[config.mk]
export PLATFORM = sky130hd
export DESIGN_NAME = dmem_port_arbiter_flat
export DESIGN_NICKNAME = d
export VERILOG_FILES = /design/src/rtl/dmem_port_arbiter_pkg.sv /design/src/rtl/dmem_port_arbiter_if.sv /design/src/rtl/dmem_port_arbiter_kb_code_fifo.sv /design/src/rtl/dmem_port_arbiter.sv /design/src/flat_wrapper.sv
export SDC_FILE = /design/constraint.sdc
export NUM_CORES = 1
export LEC_CHECK = 0
export ABC_CLOCK_PERIOD_IN_PS = 5800
export BUFFER_PORTS_ARGS = -buffer_cell sky130_fd_sc_hd__buf_2
export CAP_MARGIN = 20
export CORE_MARGIN = 4
export CORE_UTILIZATION = 38
export DETAILED_ROUTE_END_ITERATION = 8
export PLACE_DENSITY_LB_ADDON = 0.2
export SETUP_SLACK_MARGIN = 0.05
export SLEW_MARGIN = 20
export SYNTH_ARGS = -nofsm -noshare
export SYNTH_HDL_FRONTEND = slang
export SYNTH_SLANG_ARGS = --single-unit
[constraint.sdc]
create_clock -name clk -period 5.8 [get_ports clk]
set_clock_uncertainty 0.05 [all_clocks]
set_input_delay 0 -clock clk [delete_from_list [all_inputs] [get_ports clk]]
set_output_delay 0 -clock clk [all_outputs]
set_load 0.01 [all_outputs]
[src/rtl/dmem_port_arbiter_pkg.sv]
// Shared types and helpers for the data-memory port arbiter.
//   owner_t   : which requester drives the memory port this cycle
//   KB_NEW_BIT: "new key" flag position in the key mailbox word
//   kb_word() : builds the mailbox word written for a key code
package dmem_arb_pkg;

    typedef enum logic [1:0] {
        OWN_NONE,
        OWN_CPU,
        OWN_KB,
        OWN_VGA
    } owner_t;

    localparam int KB_NEW_BIT = 8;

    // Software clears the new-key flag after reading the code.
    function automatic logic [31:0] kb_word(input logic [7:0] code);
        logic [31:0] w;
        w             = '0;
        w[7:0]        = code;
        w[KB_NEW_BIT] = 1'b1;
        return w;
    endfunction

endpackage

[src/rtl/dmem_port_arbiter_if.sv]
// Bundle of the CPU, keyboard, VGA and memory-side signals around the
// data-memory port arbiter.
//   slave  : arbiter view (requests in, memory bus and responses out)
//   master : environment view (CPU, PS/2, VGA controller and memory array)
interface dmem_port_arbiter_if;
    logic        cpu_req;
    logic        cpu_we;
    logic [31:0] cpu_addr;
    logic [31:0] cpu_wd;
    logic [31:0] cpu_rd;
    logic        kb_valid;
    logic [7:0]  kb_code;
    logic        kb_overflow;
    logic        vga_req;
    logic [31:0] vga_addr;
    logic        vga_gnt;
    logic        vga_rvalid;
    logic [31:0] vga_rdata;
    logic        mem_we;
    logic [31:0] mem_addr;
    logic [31:0] mem_wd;
    logic [31:0] mem_rd;

    modport slave (
        input  cpu_req, cpu_we, cpu_addr, cpu_wd, kb_valid, kb_code,
               vga_req, vga_addr, mem_rd,
        output cpu_rd, kb_overflow, vga_gnt, vga_rvalid, vga_rdata,
               mem_we, mem_addr, mem_wd
    );

    modport master (
        output cpu_req, cpu_we, cpu_addr, cpu_wd, kb_valid, kb_code,
               vga_req, vga_addr, mem_rd,
        input  cpu_rd, kb_overflow, vga_gnt, vga_rvalid, vga_rdata,
               mem_we, mem_addr, mem_wd
    );
endinterface

[src/rtl/dmem_port_arbiter_kb_code_fifo.sv]
// Small FIFO of 8-bit PS/2 key codes.
//   clk, rst : clock, async active-low reset (flushes the FIFO)
//   push/din : enqueue a code
//   pop      : dequeue head (ignored when empty)
//   dout     : head entry, valid while !empty
//   full/empty status, drop = push refused this cycle
module kb_code_fifo #(
    parameter int DEPTH = 4
) (
    input  logic       clk,
    input  logic       rst,
    input  logic       push,
    input  logic       pop,
    input  logic [7:0] din,
    output logic [7:0] dout,
    output logic       full,
    output logic       empty,
    output logic       drop
);
    localparam int AW = $clog2(DEPTH);

    // Extra wrap bit separates full from empty when the indices match.
    logic [AW:0]   wptr, rptr;
    logic [7:0]    mem [DEPTH];
    logic          do_push, do_pop;

    assign empty   = (wptr == rptr);
    assign full    = (wptr[AW] != rptr[AW]) && (wptr[AW-1:0] == rptr[AW-1:0]);
    assign do_pop  = pop && !empty;
    // A pop in the same cycle frees a slot, so a push into a full FIFO is kept.
    assign do_push = push && (!full || do_pop);
    assign drop    = push && !do_push;
    assign dout    = mem[rptr[AW-1:0]];

    always_ff @(posedge clk or negedge rst) begin
        if (!rst) begin
            wptr <= '0;
            rptr <= '0;
        end else begin
            if (do_push) wptr <= wptr + 1'b1;
            if (do_pop)  rptr <= rptr + 1'b1;
        end
    end

    always_ff @(posedge clk) begin
        if (do_push) mem[wptr[AW-1:0]] <= din;
    end
endmodule

[src/rtl/dmem_port_arbiter.sv]
// Data-memory port arbiter: CPU has absolute priority; otherwise buffered
// key codes and VGA reads share the port round-robin.
//   clk, rst : clock, async active-low reset
//   bus      : CPU, keyboard, VGA and memory signals (slave modport)
// Key codes land in a mailbox word at KB_ADDR. VGA read data comes back one
// cycle after vga_gnt with vga_rvalid, and is held until the next read.
module dmem_port_arbiter
    import dmem_arb_pkg::*;
#(
    parameter int          FIFO_DEPTH = 4,
    parameter logic [31:0] KB_ADDR    = 32'h0000_0000
) (
    input  logic               clk,
    input  logic               rst,
    dmem_port_arbiter_if.slave bus
);
    owner_t      owner;
    logic        last_kb;     // 1: keyboard got the last shared grant
    logic        kb_empty, kb_full, kb_drop, kb_pop;
    logic [7:0]  kb_head;
    logic        kb_want, vga_want;
    logic        overflow;
    logic        rvalid;
    logic [31:0] rdata_q;

    kb_code_fifo #(.DEPTH(FIFO_DEPTH)) u_fifo (
        .clk   (clk),
        .rst   (rst),
        .push  (bus.kb_valid),
        .pop   (kb_pop),
        .din   (bus.kb_code),
        .dout  (kb_head),
        .full  (kb_full),
        .empty (kb_empty),
        .drop  (kb_drop)
    );

    // Keyboard and VGA are masked while reset is held so the port idles.
    assign kb_want  = !kb_empty && rst;
    assign vga_want = bus.vga_req && rst;

    always_comb begin
        owner = OWN_NONE;
        if (bus.cpu_req)             owner = OWN_CPU;
        else if (kb_want && vga_want) owner = last_kb ? OWN_VGA : OWN_KB;
        else if (kb_want)            owner = OWN_KB;
        else if (vga_want)           owner = OWN_VGA;
    end

    assign kb_pop = (owner == OWN_KB);

    always_comb begin
        bus.mem_we   = 1'b0;
        bus.mem_addr = '0;
        bus.mem_wd   = '0;
        bus.vga_gnt  = 1'b0;
        case (owner)
            OWN_CPU: begin
                bus.mem_we   = bus.cpu_we;
                bus.mem_addr = bus.cpu_addr;
                bus.mem_wd   = bus.cpu_wd;
            end
            OWN_KB: begin
                bus.mem_we   = 1'b1;
                bus.mem_addr = KB_ADDR;
                bus.mem_wd   = kb_word(kb_head);
            end
            OWN_VGA: begin
                bus.mem_addr = bus.vga_addr;
                bus.vga_gnt  = 1'b1;
            end
            default: ;
        endcase
    end

    always_ff @(posedge clk or negedge rst) begin
        if (!rst) begin
            last_kb  <= 1'b0;   // as if VGA was last, so keyboard wins first tie
            overflow <= 1'b0;
            rvalid   <= 1'b0;
            rdata_q  <= '0;
        end else begin
            if (owner == OWN_KB)  last_kb <= 1'b1;
            if (owner == OWN_VGA) last_kb <= 1'b0;
            if (kb_drop)          overflow <= 1'b1;
            rvalid <= (owner == OWN_VGA);
            if (rvalid)           rdata_q <= bus.mem_rd;
        end
    end

    // Memory read is synchronous, so the data for a grant is on mem_rd
    // exactly while rvalid is high; rdata_q keeps it afterwards.
    assign bus.vga_rvalid  = rvalid;
    assign bus.vga_rdata   = rvalid ? bus.mem_rd : rdata_q;
    assign bus.cpu_rd      = bus.mem_rd;
    assign bus.kb_overflow = overflow;
endmodule

[src/flat_wrapper.sv]
// flat-port wrapper written by rule: the top's interface ports become plain ports
module dmem_port_arbiter_flat import dmem_arb_pkg::*;
#(
    parameter int          FIFO_DEPTH = 4,
    parameter logic [31:0] KB_ADDR    = 32'h0000_0000
)
  (clk, rst, bus_cpu_req, bus_cpu_we, bus_cpu_addr, bus_cpu_wd, bus_kb_valid, bus_kb_code, bus_vga_req, bus_vga_addr, bus_mem_rd, bus_cpu_rd, bus_kb_overflow, bus_vga_gnt, bus_vga_rvalid, bus_vga_rdata, bus_mem_we, bus_mem_addr, bus_mem_wd);
  dmem_port_arbiter_if bus_i ();
  input  logic clk;
  input  logic rst;
  input wire logic [$bits(bus_i.cpu_req)-1:0] bus_cpu_req;
  input wire logic [$bits(bus_i.cpu_we)-1:0] bus_cpu_we;
  input wire logic [$bits(bus_i.cpu_addr)-1:0] bus_cpu_addr;
  input wire logic [$bits(bus_i.cpu_wd)-1:0] bus_cpu_wd;
  input wire logic [$bits(bus_i.kb_valid)-1:0] bus_kb_valid;
  input wire logic [$bits(bus_i.kb_code)-1:0] bus_kb_code;
  input wire logic [$bits(bus_i.vga_req)-1:0] bus_vga_req;
  input wire logic [$bits(bus_i.vga_addr)-1:0] bus_vga_addr;
  input wire logic [$bits(bus_i.mem_rd)-1:0] bus_mem_rd;
  output wire logic [$bits(bus_i.cpu_rd)-1:0] bus_cpu_rd;
  output wire logic [$bits(bus_i.kb_overflow)-1:0] bus_kb_overflow;
  output wire logic [$bits(bus_i.vga_gnt)-1:0] bus_vga_gnt;
  output wire logic [$bits(bus_i.vga_rvalid)-1:0] bus_vga_rvalid;
  output wire logic [$bits(bus_i.vga_rdata)-1:0] bus_vga_rdata;
  output wire logic [$bits(bus_i.mem_we)-1:0] bus_mem_we;
  output wire logic [$bits(bus_i.mem_addr)-1:0] bus_mem_addr;
  output wire logic [$bits(bus_i.mem_wd)-1:0] bus_mem_wd;
  assign bus_i.cpu_req = bus_cpu_req;
  assign bus_i.cpu_we = bus_cpu_we;
  assign bus_i.cpu_addr = bus_cpu_addr;
  assign bus_i.cpu_wd = bus_cpu_wd;
  assign bus_i.kb_valid = bus_kb_valid;
  assign bus_i.kb_code = bus_kb_code;
  assign bus_i.vga_req = bus_vga_req;
  assign bus_i.vga_addr = bus_vga_addr;
  assign bus_i.mem_rd = bus_mem_rd;
  assign bus_cpu_rd = bus_i.cpu_rd;
  assign bus_kb_overflow = bus_i.kb_overflow;
  assign bus_vga_gnt = bus_i.vga_gnt;
  assign bus_vga_rvalid = bus_i.vga_rvalid;
  assign bus_vga_rdata = bus_i.vga_rdata;
  assign bus_mem_we = bus_i.mem_we;
  assign bus_mem_addr = bus_i.mem_addr;
  assign bus_mem_wd = bus_i.mem_wd;
  dmem_port_arbiter #(.FIFO_DEPTH(FIFO_DEPTH), .KB_ADDR(KB_ADDR)) u_core (.clk(clk), .rst(rst), .bus(bus_i));
endmodule
==> flow_summary.json, run 1 <==
{
  "outcome": "complete, no violations",
  "fp.coreArea_um2": 11400,
  "cts_made_buffers": 9,
  "clkLatencyLatePin_ps": 330,
  "synth_top_family_by_area": "simple AND/OR/NAND/NOR gates",
  "routed-via-count": 4319,
  "cp-start-kind": "flip-flop",
  "grt-ovfl-total": 0,
  "drt_wl_total_um": 13600,
  "hold_class": "input pin to asynchronous set/reset pin",
  "cts_buffer_depth": 2,
  "viasPerCell": 5.13,
  "synth_compound_area_share_pct": 12.1,
  "max_cap_violations": 0,
  "drcViolationCount": 0,
  "synthArstFlopShare_pct": 56.2,
  "synth_area_um2": 4440,
  "dieArea_um2": 13500,
  "wl_per_cell_um": 16.2,
  "syn-mean-instance-area_um2": 10.4,
  "worst_pin_slew_ps": 1080,
  "fin_setup_tns_ps": 0,
  "layout.nets": 845,
  "track_usage_pct": 19.4,
  "wl_met3_um": 1060,
  "area_growth_pct": 44.0,
  "cp_max_fo": 34,
  "path_clk_slew_ps": 60,
  "synth.distinct_cells": 34,
  "setup_viol": 0,
  "cts.sinks": 73,
  "irDropWorstVdd_uv": 260,
  "powerDensity_nw_per_um2": 393,
  "cp-end-kind": "primary output",
  "drtIter0Drc": 499,
  "synth_edf_count": 32,
  "reg2reg_slack_ps": 2260,
  "crit_end": "bus_mem_addr[14]",
  "critical-path-max-stage-delay_ps": 800,
  "slew_headroom_pct": 28.1,
  "cts_resized": 0,
  "clock-root-buffer": "clkbuf_16",
  "finalHoldViolCount": 0,
  "syn-num-nets": 580,
  "cts_tree": "yes",
  "reg2reg_depth": 7,
  "ys_ff_latch": 73,
  "synth.area.mux_share_pct": 12.7,
  "path_common_cell": "a31o_1",
  "postSynthCellCount": 429,
  "met2_length_um": 7010,
  "slew_viol_final": 0,
  "reg2reg_to": "u_core.u_fifo.mem[0][5]",
  "postPlaceCellArea_um2": 5670,
  "n_antenna_cell": 0,
  "final_util_pct": 56.0,
  "num-fill-cells": 980,
  "rsz0062_at_grt": "no",
  "synth-simple-area-share_pct": 17.3,
  "seq_area_um2": 1990,
  "slowest_stage": "ha_1",
  "crit_chain": "xnor2_2, buf_4, a31o_1, a31o_1, ha_1, and2_1, nand4_1, a31oi_1, buf_2",
  "gp_congestion": 0.861,
  "synthXorXnorAreaFrac_pct": 1.77,
  "fmax_mhz": 268,
  "stdcell_count": 842,
  "fp.dieH_um": 116,
  "antenna_found_initial": 0,
  "seq_area_frac_synth_pct": 44.7,
  "startpoint": "u_core.u_fifo.rptr[0]",
  "power_leakage_uw": 0.00294,
  "rr_startpoint": "u_core.u_fifo.rptr[0]",
  "synth-main-ff-cell": "dfrtp_1",
  "synthAdderAreaFrac_pct": 2.53,
  "cts_setup_buffers": 0,
  "grt_max_degree": 58,
  "dpl.hpwl_um": 9850,
  "drive_gt1_share_pct": 47.6,
  "io_pins": 274,
  "final_common_cell": "buf_2",
  "worstPathRequired_ps": 5750,
  "ant_nets": 0,
  "crit_type": "flip-flop to primary output",
  "design_area_um2": 6400,
  "first_pass_iters": 5,
  "grt_pass1_wl_um": 20700,
  "highest_layer": "met4",
  "first_global_vias": 4190,
  "arrival_ps": 3680,
  "dp.cells": 784,
  "period_needed_ps": 3730,
  "rows": 39,
  "htreeDepth": 3,
  "wl_met1_um": 5340,
  "multiInputGateArea_um2": 2090,
  "start_util_pct": 38.9,
  "final_cell_mix": "buf_2 (272), and2_1 (55), dlygate4sd3_1 (42), dfrtp_1 (41)",
  "ys_warn_count": 0,
  "port-buffer-count": 273,
  "min_period_over_period_pct": 64.2,
  "fp.dieW_um": 116
}
==> worst max-delay path, delay by kind of cell (launching register included) <==
kind | cells | cell delay, ps
fa+ha+maj | 1 | 800
flops | 1 | 770
compound gates | 3 | 680
buf+inv | 2 | 520
simple gates | 2 | 380
xor+xnor | 1 | 180
==> flip-flops by register name, indices dropped and copies added (netlist names) <==
register / cells
u_core.u_fifo.wptr: 3
u_core.rdata_q: 32
u_core.u_fifo.rptr: 3
u_core.last_kb: 1
u_core.bus.vga_rvalid: 1
u_core.bus.kb_overflow: 1
u_core.u_fifo.mem: 32
==> stage by stage <==
step	power (uW)	setup slack [ps]	hold WS, ps
floorplan	1570	2920	-346
global placement	1940	2310	149
detailed placement	1950	2260	151
CTS	2540	2000	222
global route	2680	1750	219
finish	2520	2070	162
==> synthesized netlist by cell type, types with 3 or more instances <==
cell type | n | share of area (%)
o21ai_0 | 32 | 3.6
a21oi_1 | 3 | 0.34
mux2_1 | 9 | 2.3
buf_4 | 32 | 5.4
xor2_1 | 3 | 0.59
buf_1 | 4 | 0.34
a31oi_1 | 33 | 4.6
mux2_2 | 25 | 6.3
dfrtp_1 | 41 | 23
ha_1 | 9 | 2.5
xnor2_1 | 6 | 1.2
nand2_1 | 33 | 2.8
and3_1 | 4 | 0.56
and2_1 | 55 | 7.7
mux4_2 | 8 | 4.1
nand4_1 | 32 | 4.5
clkbuf_1 | 20 | 1.7
nor2_1 | 12 | 1.0
buf_2 | 10 | 1.1
a22oi_1 | 8 | 1.4
inv_1 | 4 | 0.34
edfxtp_1 | 32 | 22
==> final cells by class <==
type                            count  share of cell area, %
Clock inverter                      7                   1.25
Timing Repair Buffer              320                   28.5
Sequential cell                    73                   31.0
Clock buffer                        9                   3.52
Inverter                            4                  0.235
Tap cell                          143                   2.80
Multi-Input combinational cell    286                   32.6
==> kinds of logic (layout without fill, tap and decap cells) <==
family,count (synthesis),after routing
compound gates,86,86
mux,42,42
flops,73,73
simple gates,140,140
fa+ha+maj,9,9
buf+inv,70,340
xor+xnor,9,9
==> where the power goes <==
group          internal (uW)  switching, uW  total [uW]
sequential               723            140         863
clock                    336            216         552
combinational            470            632        1100
total                   1530            988        2520
==> worst min path at each step <==
stage,startpoint,endpoint,slack (ps),depth (start not counted)
detailed placement,bus_mem_rd[2],bus_cpu_rd[2],150,2
CTS,bus_vga_req,u_core.last_kb,220,4
finish,rst,u_core.rdata_q[25],160,2
global placement,bus_mem_rd[15],bus_cpu_rd[15],150,2
global route,rst,u_core.rdata_q[26],220,2
floorplan,rst,u_core.bus.kb_overflow,-350,0
==> metal layers <==
| layer | vias up | global-route usage (%) |
|---|---|---|
| met4 | 0 | 7.19 |
| li1 | 2073 | - |
| met3 | 21 | 3.37 |
| met2 | 188 | 33.6 |
| met1 | 2037 | 24.3 |
| met5 | - | 0 |
==> repair_timing <==
item | in CTS | in global routing
hold endpoints to repair | 108 | 0
hold buffers | 42 | 0
endpoints found under the setup margin | 0 | 0
Note: power is estimated with default switching activity, not from simulation.
==> run 2, diff against run 1 <==
Settings changed: ABC_CLOCK_PERIOD_IN_PS 5800 to 3050.
Clock period 5.8 ns to 3.05 ns, I/O delays scaled along.
==> flow_summary.json, run 2 (synthesized netlist as in run 1, its figures left out) <==
{
  "power_frac_comb_pct": 47.2,
  "arrival_ps": 2720,
  "grt_pass1_wl_um": 22200,
  "cp-end-kind": "primary output",
  "drive_gt1_share_pct": 48.2,
  "powerDensity_nw_per_um2": 758,
  "rows": 39,
  "multiInputGateArea_um2": 2090,
  "grt_max_degree": 55,
  "seq_area_um2": 1990,
  "gp_congestion": 0.836,
  "num-fill-cells": 1000,
  "power.net_switching_uw": 1940,
  "fmax_mhz": 361,
  "drt_wl_total_um": 14200,
  "finalHoldViolCount": 0,
  "ant_nets": 0,
  "clock-root-buffer": "clkbuf_16",
  "track_usage_pct": 20.6,
  "port-buffer-count": 273,
  "final_common_cell": "buf_2",
  "wl_per_cell_um": 16.7,
  "p_clk_share_pct": 21.6,
  "clkLatencyLatePin_ps": 330,
  "seqPwrFrac_pct": 31.2,
  "dieArea_um2": 13500,
  "htreeDepth": 3,
  "worstPathRequired_ps": 3000,
  "fp.dieW_um": 116,
  "start_util_pct": 38.9,
  "p_sw_share_pct": 39.8,
  "drcViolationCount": 0,
  "layout.nets": 851,
  "first_global_vias": 4362,
  "fin_setup_tns_ps": 0,
  "cts_buffer_depth": 2,
  "drtIter0Drc": 379,
  "setup_viol": 0,
  "dp.cells": 790,
  "routed-via-count": 4382,
  "irDropWorstVdd_uv": 504,
  "viasPerCell": 5.16,
  "first_pass_iters": 6,
  "cp-start-kind": "flip-flop",
  "cts_setup_buffers": 0,
  "dpl.hpwl_um": 10200,
  "slew_viol_final": 0,
  "max_cap_violations": 0,
  "io_pins": 274,
  "crit_type": "flip-flop to primary output",
  "period_needed_ps": 2770,
  "slew_headroom_pct": 63.2,
  "outcome": "complete, no violations",
  "rsz0062_at_grt": "no",
  "worst_pin_slew_ps": 551,
  "cts.sinks": 73,
  "path_clk_slew_ps": 60,
  "area_growth_pct": 45.1,
  "grt-ovfl-total": 0,
  "cp_max_fo": 33,
  "fp.dieH_um": 116,
  "final_cell_mix": "buf_2 (273), and2_1 (55), dlygate4sd3_1 (42), dfrtp_1 (41)",
  "power_leakage_uw": 0.00297,
  "fp.coreArea_um2": 11400,
  "antenna_found_initial": 1,
  "internal_power_uw": 2940,
  "min_period_over_period_pct": 90.8,
  "stdcell_count": 849,
  "cts_tree": "yes",
  "hold_class": "input pin to flip-flop",
  "cts_made_buffers": 9
}
[run 2: cell count changes in the layout (fill, tap and decap cells not counted), sizes merged]
cell      before  now
inv            5    6
diode          0    1
clkinvlp       2    1
buf          278  284
[run 2: critical path: stages, from the launching register on]
cell and delay [ps]:
dfrtp_1 480, xnor2_2 220, a31o_1 190, a31o_1 210, ha_2 530, and2_1 240, nand4_1 110, a31oi_1 230
buf_2 170
[run 2: worst paths after layout]
kind	startpoint	to	slack, ps	depth (start not counted)
worst max-delay path	u_core.u_fifo.wptr[0]	bus_mem_addr[29]	280	8
worst min-delay path	bus_cpu_req	u_core.last_kb	160	4
worst max register to register	u_core.u_fifo.wptr[0]	u_core.u_fifo.mem[1][5]	380	6
worst min register to register	u_core.rdata_q[3]	u_core.rdata_q[3]	430	1
max in group asynchronous	rst	u_core.rdata_q[30]	2220	3
min in group asynchronous	rst	u_core.last_kb	340	3
[run 2: area by class of cell]
class	instances	share of cell area, %
Multi-Input combinational cell	286	32.4
Sequential cell	73	30.8
Timing Repair Buffer	326	29.0
Clock buffer	9	3.49
Tap cell	143	2.78
Clock inverter	7	1.20
Inverter	4	0.233
Antenna cell	1	0.0388
[run 2: repair_timing]
item	in CTS	in global routing
hold endpoints to repair	108	0
endpoints found under the setup margin	31	0
hold buffers	42	0
gates resized for setup	1	0
[run 2: metal layers]
metal  GRT usage, %  up-vias  wire length (um)
met5              0        -                 0
met4           5.72        0               243
met3           3.89       22              1080
met2           36.3      181              7300
met1           25.8     2091              5580
li1               -     2088                 -
[run 2: power groups by stage]
stage	sequential [uW]	combinational, uW	clock [uW]
CTS	1530	2300	1080
detailed placement	1550	2250	0
global route	1560	2520	1140
floorplan	1490	1510	0
global placement	1530	2230	0
finish	1530	2300	1050
[run 2: stage by stage]
step / utilization, % / area (um^2) / setup WS, ps / total power, uW / hold slack [ps]
after floorplan: - / 4440 / 167 / 2990 / -346
after global placement: 50.1 / 5720 / 437 / 3750 / 136
after detailed placement: 50.1 / 5720 / 309 / 3790 / 150
after CTS: 56.4 / 6440 / 268 / 4910 / 159
after global routing: 56.4 / 6440 / 64.4 / 5210 / 198
final: 56.4 / 6440 / 280 / 4880 / 163
